===== src/rtl/fifo_reader_if.sv =====
// fifo_reader_if: bundles the FIFO read-port signals and the downstream
// valid/ready byte stream seen by fifo_reader.
// master = the reader side, slave = the FIFO plus consumer side.
interface fifo_reader_if;
    logic       fifo_empty;
    logic       fifo_full;
    logic       fifo_wr;
    logic [7:0] fifo_dout;
    logic       fifo_rd;
    logic [7:0] m_data;
    logic       m_valid;
    logic       m_ready;

    modport master (
        input  fifo_empty, fifo_full, fifo_wr, fifo_dout, m_ready,
        output fifo_rd, m_data, m_valid
    );

    modport slave (
        output fifo_empty, fifo_full, fifo_wr, fifo_dout, m_ready,
        input  fifo_rd, m_data, m_valid
    );
endinterface


===== src/rtl/fifo_reader.sv =====
// fifo_reader: drains a 16x8 FIFO with one-cycle read latency and
// write-over-read priority, and streams the bytes out through a small
// circular skid buffer. Reads are only issued when buffer space is reserved
// for them, so the buffer never overflows and m_ready has no path to fifo_rd.
// Optional build macro: FIFO_READER_CNT_EN adds the 16-bit rd_cnt output
// counting delivered bytes (wraps at 16'hFFFF).
module fifo_reader #(
    parameter int BUF_DEPTH = 4
) (
    input  logic          clk,
    input  logic          rst,
    input  logic          en,
    fifo_reader_if.master bus,
`ifdef FIFO_READER_CNT_EN
    output logic [15:0]   rd_cnt,
`endif
    output logic          busy
);

    localparam int PTR_W = (BUF_DEPTH > 1) ? $clog2(BUF_DEPTH) : 1;
    localparam int OCC_W = $clog2(BUF_DEPTH) + 1;

    typedef enum logic [1:0] {
        IDLE = 2'd0,
        RUN  = 2'd1,
        STOP = 2'd2
    } state_t;

    state_t           state_q, state_d;
    logic [PTR_W-1:0] head_q, head_d;
    logic [PTR_W-1:0] tail_q, tail_d;
    logic [OCC_W-1:0] occ_q, occ_d;
    logic             infl_q, infl_d;
    logic [7:0]       mem_q [BUF_DEPTH];
    logic [7:0]       mem_d [BUF_DEPTH];

    logic room;
    logic acc;
    logic push;
    logic pop;

    // Pointer advance with wrap at BUF_DEPTH (depth need not be a power of two)
    function automatic logic [PTR_W-1:0] ptr_inc(input logic [PTR_W-1:0] p);
        return (p == PTR_W'(BUF_DEPTH - 1)) ? '0 : p + 1'b1;
    endfunction

    // Space must cover bytes already buffered plus the one still in flight
    assign room = ({1'b0, occ_q} + {{OCC_W{1'b0}}, infl_q}) < (OCC_W + 1)'(BUF_DEPTH);

    assign bus.fifo_rd = rst & (state_q == RUN) & ~bus.fifo_empty & room;

    // An accepted FIFO write wins over our read, so that read did not happen
    assign acc  = bus.fifo_rd & ~bus.fifo_empty & ~(bus.fifo_wr & ~bus.fifo_full);
    assign push = infl_q;
    assign pop  = bus.m_valid & bus.m_ready;

    assign bus.m_valid = (occ_q != '0);
    assign bus.m_data  = mem_q[head_q];
    assign busy        = (state_q != IDLE);

    // Next-state for the control FSM, pointers, occupancy and buffer storage
    always_comb begin
        state_d = state_q;
        head_d  = head_q;
        tail_d  = tail_q;
        occ_d   = occ_q;
        infl_d  = acc;
        mem_d   = mem_q;

        case (state_q)
            IDLE: if (en) state_d = RUN;
            RUN:  if (!en) state_d = STOP;
            STOP: begin
                if (en) begin
                    state_d = RUN;
                end else if ((occ_q == '0) && !infl_q) begin
                    state_d = IDLE;
                end
            end
            default: state_d = IDLE;
        endcase

        if (push) begin
            mem_d[tail_q] = bus.fifo_dout;
            tail_d        = ptr_inc(tail_q);
        end

        if (pop) begin
            head_d = ptr_inc(head_q);
        end

        case ({push, pop})
            2'b10:   occ_d = occ_q + 1'b1;
            2'b01:   occ_d = occ_q - 1'b1;
            default: occ_d = occ_q;
        endcase
    end

`ifdef FIFO_READER_CNT_EN
    logic [15:0] cnt_q, cnt_d;

    // Delivered-byte counter, wraps naturally at 16 bits
    always_comb begin
        cnt_d = cnt_q + {15'd0, pop};
    end

    assign rd_cnt = cnt_q;
`endif

    // All state registers, cleared by synchronous active-low reset
    always_ff @(posedge clk) begin
        if (!rst) begin
            state_q <= IDLE;
            head_q  <= '0;
            tail_q  <= '0;
            occ_q   <= '0;
            infl_q  <= 1'b0;
            for (int i = 0; i < BUF_DEPTH; i++) begin
                mem_q[i] <= 8'h00;
            end
`ifdef FIFO_READER_CNT_EN
            cnt_q   <= 16'h0000;
`endif
        end else begin
            state_q <= state_d;
            head_q  <= head_d;
            tail_q  <= tail_d;
            occ_q   <= occ_d;
            infl_q  <= infl_d;
            mem_q   <= mem_d;
`ifdef FIFO_READER_CNT_EN
            cnt_q   <= cnt_d;
`endif
        end
    end

    // A push into a full buffer means the read reservation logic is broken
    a_no_overflow: assert property (@(posedge clk) disable iff (!rst)
        !(push && (occ_q == OCC_W'(BUF_DEPTH))));

endmodule


===== src/flat_wrapper.sv =====
// flat-port wrapper written by rule: the top's interface ports become plain ports
module fifo_reader_flat 
#(
    parameter int BUF_DEPTH = 4
)
  (clk, rst, en, busy, bus_fifo_empty, bus_fifo_full, bus_fifo_wr, bus_fifo_dout, bus_m_ready, bus_fifo_rd, bus_m_data, bus_m_valid);
  fifo_reader_if bus_i ();
  input  logic clk;
  input  logic rst;
  input  logic en;
  output logic busy;
  input wire logic [$bits(bus_i.fifo_empty)-1:0] bus_fifo_empty;
  input wire logic [$bits(bus_i.fifo_full)-1:0] bus_fifo_full;
  input wire logic [$bits(bus_i.fifo_wr)-1:0] bus_fifo_wr;
  input wire logic [$bits(bus_i.fifo_dout)-1:0] bus_fifo_dout;
  input wire logic [$bits(bus_i.m_ready)-1:0] bus_m_ready;
  output wire logic [$bits(bus_i.fifo_rd)-1:0] bus_fifo_rd;
  output wire logic [$bits(bus_i.m_data)-1:0] bus_m_data;
  output wire logic [$bits(bus_i.m_valid)-1:0] bus_m_valid;
  assign bus_i.fifo_empty = bus_fifo_empty;
  assign bus_i.fifo_full = bus_fifo_full;
  assign bus_i.fifo_wr = bus_fifo_wr;
  assign bus_i.fifo_dout = bus_fifo_dout;
  assign bus_i.m_ready = bus_m_ready;
  assign bus_fifo_rd = bus_i.fifo_rd;
  assign bus_m_data = bus_i.m_data;
  assign bus_m_valid = bus_i.m_valid;
  fifo_reader #(.BUF_DEPTH(BUF_DEPTH)) u_core (.clk(clk), .rst(rst), .en(en), .bus(bus_i), .busy(busy));
endmodule

===== config.mk =====
export PLATFORM = sky130hd
export DESIGN_NAME = fifo_reader_flat
export DESIGN_NICKNAME = d
export VERILOG_FILES = /design/src/rtl/fifo_reader_if.sv /design/src/rtl/fifo_reader.sv /design/src/flat_wrapper.sv
export SDC_FILE = /design/constraint.sdc
export NUM_CORES = 1
export LEC_CHECK = 0
export BUFFER_PORTS_ARGS = -buffer_cell sky130_fd_sc_hd__clkbuf_2
export CAP_MARGIN = 20
export CELL_PAD_IN_SITES_DETAIL_PLACEMENT = 1
export CELL_PAD_IN_SITES_GLOBAL_PLACEMENT = 2
export CORE_UTILIZATION = 31
export DETAILED_ROUTE_END_ITERATION = 10
export PLACE_DENSITY_LB_ADDON = 0.12
export SLEW_MARGIN = 0
export SYNTH_ARGS = -nofsm -noshare
export SYNTH_HDL_FRONTEND = slang
export SYNTH_SLANG_ARGS = --single-unit

===== constraint.sdc =====
create_clock -name clk -period 1.9 [get_ports clk]
set_clock_uncertainty 0.1 [all_clocks]
set_input_delay 0.095 -clock clk [delete_from_list [all_inputs] [get_ports clk]]
set_output_delay 0.095 -clock clk [all_outputs]
set_load 0.005 [all_outputs]

==> run summary <==
For the total of warnings raised by yosys, the log shows 0. The net load switching power is 413 uW, and the area of the core is 6030 um^2. The final critical-path share of the clock period was 0.980. The logs give 0.392 for the portion of total power attributed to the clock network and 0.427 for the share of the yosys chip area belonging to registers. Count of input and output buffers: 25.

Summing all placed instances gives a cell area of 2220 um^2. The minimum clock period after layout was 1.86 ns. STA classifies the critical path startpoint as a register. The run gives 6670 um^2 as the overall die area. After synthesis the cells add up to 1970 um^2. Counting the fill cells in the layout gives 702. Max-slew violation count: 0. Clock tree synthesis selected as its root buffer the cell clkbuf_8. Setup violations remaining at the end of the flow were counted as 0.

Max-cap violations in this run came to 0. Portion of total power attributed to sequential cells: 0.504. Counting every sink on the clock net gives 42. In this run, synthesis produced a sequential element count of 42.

The internal power of the cells totals 1.37 mW. The share of total power consumed by net switching works out to 0.231. Ranked by total cell area, the synthesized netlist is headed by dfxtp_1, mux4_2, nand3_1.

The tools report the arrival time at the worst endpoint as 1.98 ns. Routability-driven placement finished with a final weighted congestion of 0.782. After global routing the overflow that remains totals 0.

At the pin with the least slew margin, the transition time is 0.457 ns. Row generation in the floorplan step produced 28 rows. The routed layout has 1701 vias. The floorplan step set the die width to 81.7 um. dfxtp_1 takes more of the synthesized area than any other cell. After the last flow step, the layout net total stands at 277. The startpoint-to-endpoint class of the critical path is reg -> reg. For the combined area of the multi-input logic cells, the log shows 1050 um^2. The max-slew headroom at the worst pin is 0.695. The maximum number of pins on one net before global-route repair was 44. The power per standard cell area was 730 nW/um^2.

The run gives 1818 as the via count of the first global-routing pass. Synthesis produced a netlist whose cell count is 213. The highest ir drop seen on vdd is 0.277 mV. The wire length after detailed routing was 5450 um; the antenna diode count was 0. The number of distinct library cells after synthesis came out at 28.

In the routed layout, each cell is associated on average with a via count of 5.14. The number of antenna violations at the first check in global routing is 0, and the post-synthesis net count is 235. After clock tree synthesis, the clock-pin slew on the worst setup and hold paths is 0.08 ns.

Setup repair after global routing could not meet its margin everywhere. The logs give 0.04 ns for the minimum setup slack among reg-to-reg paths and 2450 um^2 for the post-layout instance area. Endpoint of the worst-slack reg-to-reg timing path: u_core.occ_q[2]$_SDFFE_PN0P_. The final hold violation count was 0. Dividing the detail-routed wire length by the instance count gives 16.5 um. The logs give 0.104 for the combinational cell fraction of total power and 0.29 ns for the insertion delay to the later sink of the worst-skew pair.

Relative to the synthesized area, the layout overhead comes to 24.4%. The run gives 2.02 ns as the critical path data required time. The start point of the worst min-delay path is bus_fifo_full. The average instance in the mapped netlist occupies 9.23 um^2. The overall track demand over capacity in global routing was 0.185; the vertical extent of the die was 81.7 um. In this run the worst path has a maximum fanout of 2. In the final timing run, aggregate negative setup slack is 0 ns. Path class of the lowest-slack min-delay path: in -> reg. Share of the synthesized area in the top cell type: 0.427. Counting cells, the worst reg-to-reg path comes to 7. The worst hold path was traced through 3 stages. Clock tree synthesis inserted a total of 5 buffers. TritonCTS built the clock tree. The worst setup path is captured at a register. The H-tree was split into 2 levels.

Summing all flip-flop and latch instances after layout gives 845 um^2. The first global-routing pass estimated 9000 um of wire. For the length of the first detailed-routing pass in iterations, the log shows 4.

Summed over all nets, the half-perimeter wirelength after detailed placement is 3680 um. The total power is 1.79 mW. The utilization of the core after routing was 0.406; the iteration-0 DRC count of the detailed router was 30.

The tools report the number of nets with antenna violations after routing as 0. The end point of the worst hold path was u_core.infl_q$_SDFF_PN0_. DRC violation count after routing: 0. The flow ran to the end, and the final reports show no timing, DRC or antenna violations. The maximum clock frequency was 537 MHz; the number of top-level design ports was 26. The initial standard-cell utilization of the core is 0.326, and the number of buffers on the longest clock path is 2. The tools report the launching point of the worst reg2reg path as u_core.occ_q[2]$_SDFFE_PN0P_.

Leaving out filler cells and counting taps, the final layout contains 331. In this run the static leakage power is 0.890 nW. The proportion of layout cells with a drive suffix above 1 is 0.254. The number of instances in the placed design came out at 311.
[how the worst max path moves through the flow]
stage          slack, ns                            to  cells past startpoint                         start
2_1_floorplan      0.002  u_core.occ_q[2]$_SDFFE_PN0P_                      7  u_core.occ_q[2]$_SDFFE_PN0P_
3_3_place_gp        0.09  u_core.occ_q[2]$_SDFFE_PN0P_                      7  u_core.occ_q[2]$_SDFFE_PN0P_
3_5_place_dp       -0.04  u_core.occ_q[2]$_SDFFE_PN0P_                      7  u_core.occ_q[2]$_SDFFE_PN0P_
4_1_cts             0.01  u_core.occ_q[2]$_SDFFE_PN0P_                      7  u_core.occ_q[0]$_SDFFE_PN0P_
5_1_grt            -0.03  u_core.occ_q[2]$_SDFFE_PN0P_                      7  u_core.occ_q[2]$_SDFFE_PN0P_
6_report            0.04  u_core.occ_q[2]$_SDFFE_PN0P_                      7  u_core.occ_q[2]$_SDFFE_PN0P_
[power by group through the flow]
stage                     combinational, mW  sequential [mW]  clock [mW]
after floorplan                      0.0902            0.923           0
after global placement                0.157            0.919           0
after detailed placement              0.165            0.921           0
after CTS                             0.185            0.900       0.723
after global routing                  0.203            0.902       0.772
final                                 0.185            0.900       0.700
[synthesized netlist by cell type]
cell type  count
a21boi_0      18
a21boi_1      15
a21oi_1        3
a311oi_2       1
a31oi_1        1
and2_1         2
buf_2          5
clkbuf_1       9
dfxtp_1       42
fa_1           1
ha_1           6
inv_1          6
mux2i_1        1
mux4_2         8
nand2_1       41
nand3_1       34
nor2_1         1
nor2b_1        5
nor3b_1        1
nor3b_2        1
o21ai_0        4
o31a_1         1
or2_2          1
or3_1          2
or4_1          1
or4_4          1
xnor2_1        1
xor2_1         1
[placed cells by master, fill, tap and decap left out, types with 4 or more instances in the layout]
master         instances
a21boi_0              18
clkbuf_8               5
clkbuf_2              25
ha_1                   5
dfxtp_1               39
nor2b_1                5
inv_1                  6
buf_4                 15
nand3_1               34
o21ai_0                4
mux4_2                 8
nand2_1               41
a21boi_1              15
dlygate4sd3_1          9
[state kept, by name, indices dropped and copies added, names as in the netlist]
register,flops
u_core.head_q,2
u_core.infl_q,1
u_core.mem_q,32
u_core.occ_q,3
u_core.state_q,2
u_core.tail_q,2
[cell families (layout without fill, tap and decap cells)]
kind of cell / after synthesis / after routing / share of synthesized area
and+or+nand+nor: 90 / 90 / 0.218
adders and majority gates: 7 / 7 / 0.0483
DFF: 42 / 42 / 0.427
buffers and inverters: 20 / 63 / 0.0413
xor gates and xnor gates: 2 / 2 / 0.00891
muxes: 9 / 9 / 0.0967
AOI/OAI and AO/OA: 43 / 43 / 0.159
[per-stage QoR]
| step | setup WS [ns] | hold slack (ns) |
|---|---|---|
| finish | 0.0375 | 0.00814 |
| global route | -0.0295 | 0.0151 |
| CTS | 0.0119 | 0.00162 |
| detailed placement | -0.0405 | 0.199 |
| global placement | 0.0920 | 0.185 |
| floorplan | 0.00240 | 0.0645 |
[per-layer routing]
| metal | track usage | up-vias | part of all wire |
|---|---|---|---|
| met3 | 0.0322 | 9 | 0.036 |
| met5 | 0 | - | 0 |
| met4 | 0.0684 | 0 | 0.017 |
| met1 | 0.226 | 837 | 0.44 |
| li1 | - | 828 | - |
| met2 | 0.322 | 27 | 0.51 |
[area by class of cell]
cell class / instances / area share
clock inverters: 3 / 0.0164
multi-input cells: 151 / 0.429
inverters: 6 / 0.00920
clock buffers: 5 / 0.0281
flip-flops and latches: 42 / 0.345
repair buffers: 49 / 0.134
well taps: 75 / 0.0383
[critical path: stages (launching register included)]
cell	delay [ns]
dfxtp_2	0.33
o31a_1	0.32
ha_2	0.19
buf_4	0.13
buf_4	0.12
xor2_1	0.15
or3_1	0.32
a21boi_1	0.14
[timing repair]
item,in CTS,in global routing
pin swaps,3,3
endpoints found under the hold margin,21,0
setup buffers,2,1
gates resized for setup,2,1
setup endpoints to repair,1,1
hold buffers,9,0
Power figures use the tool's default switching activity.
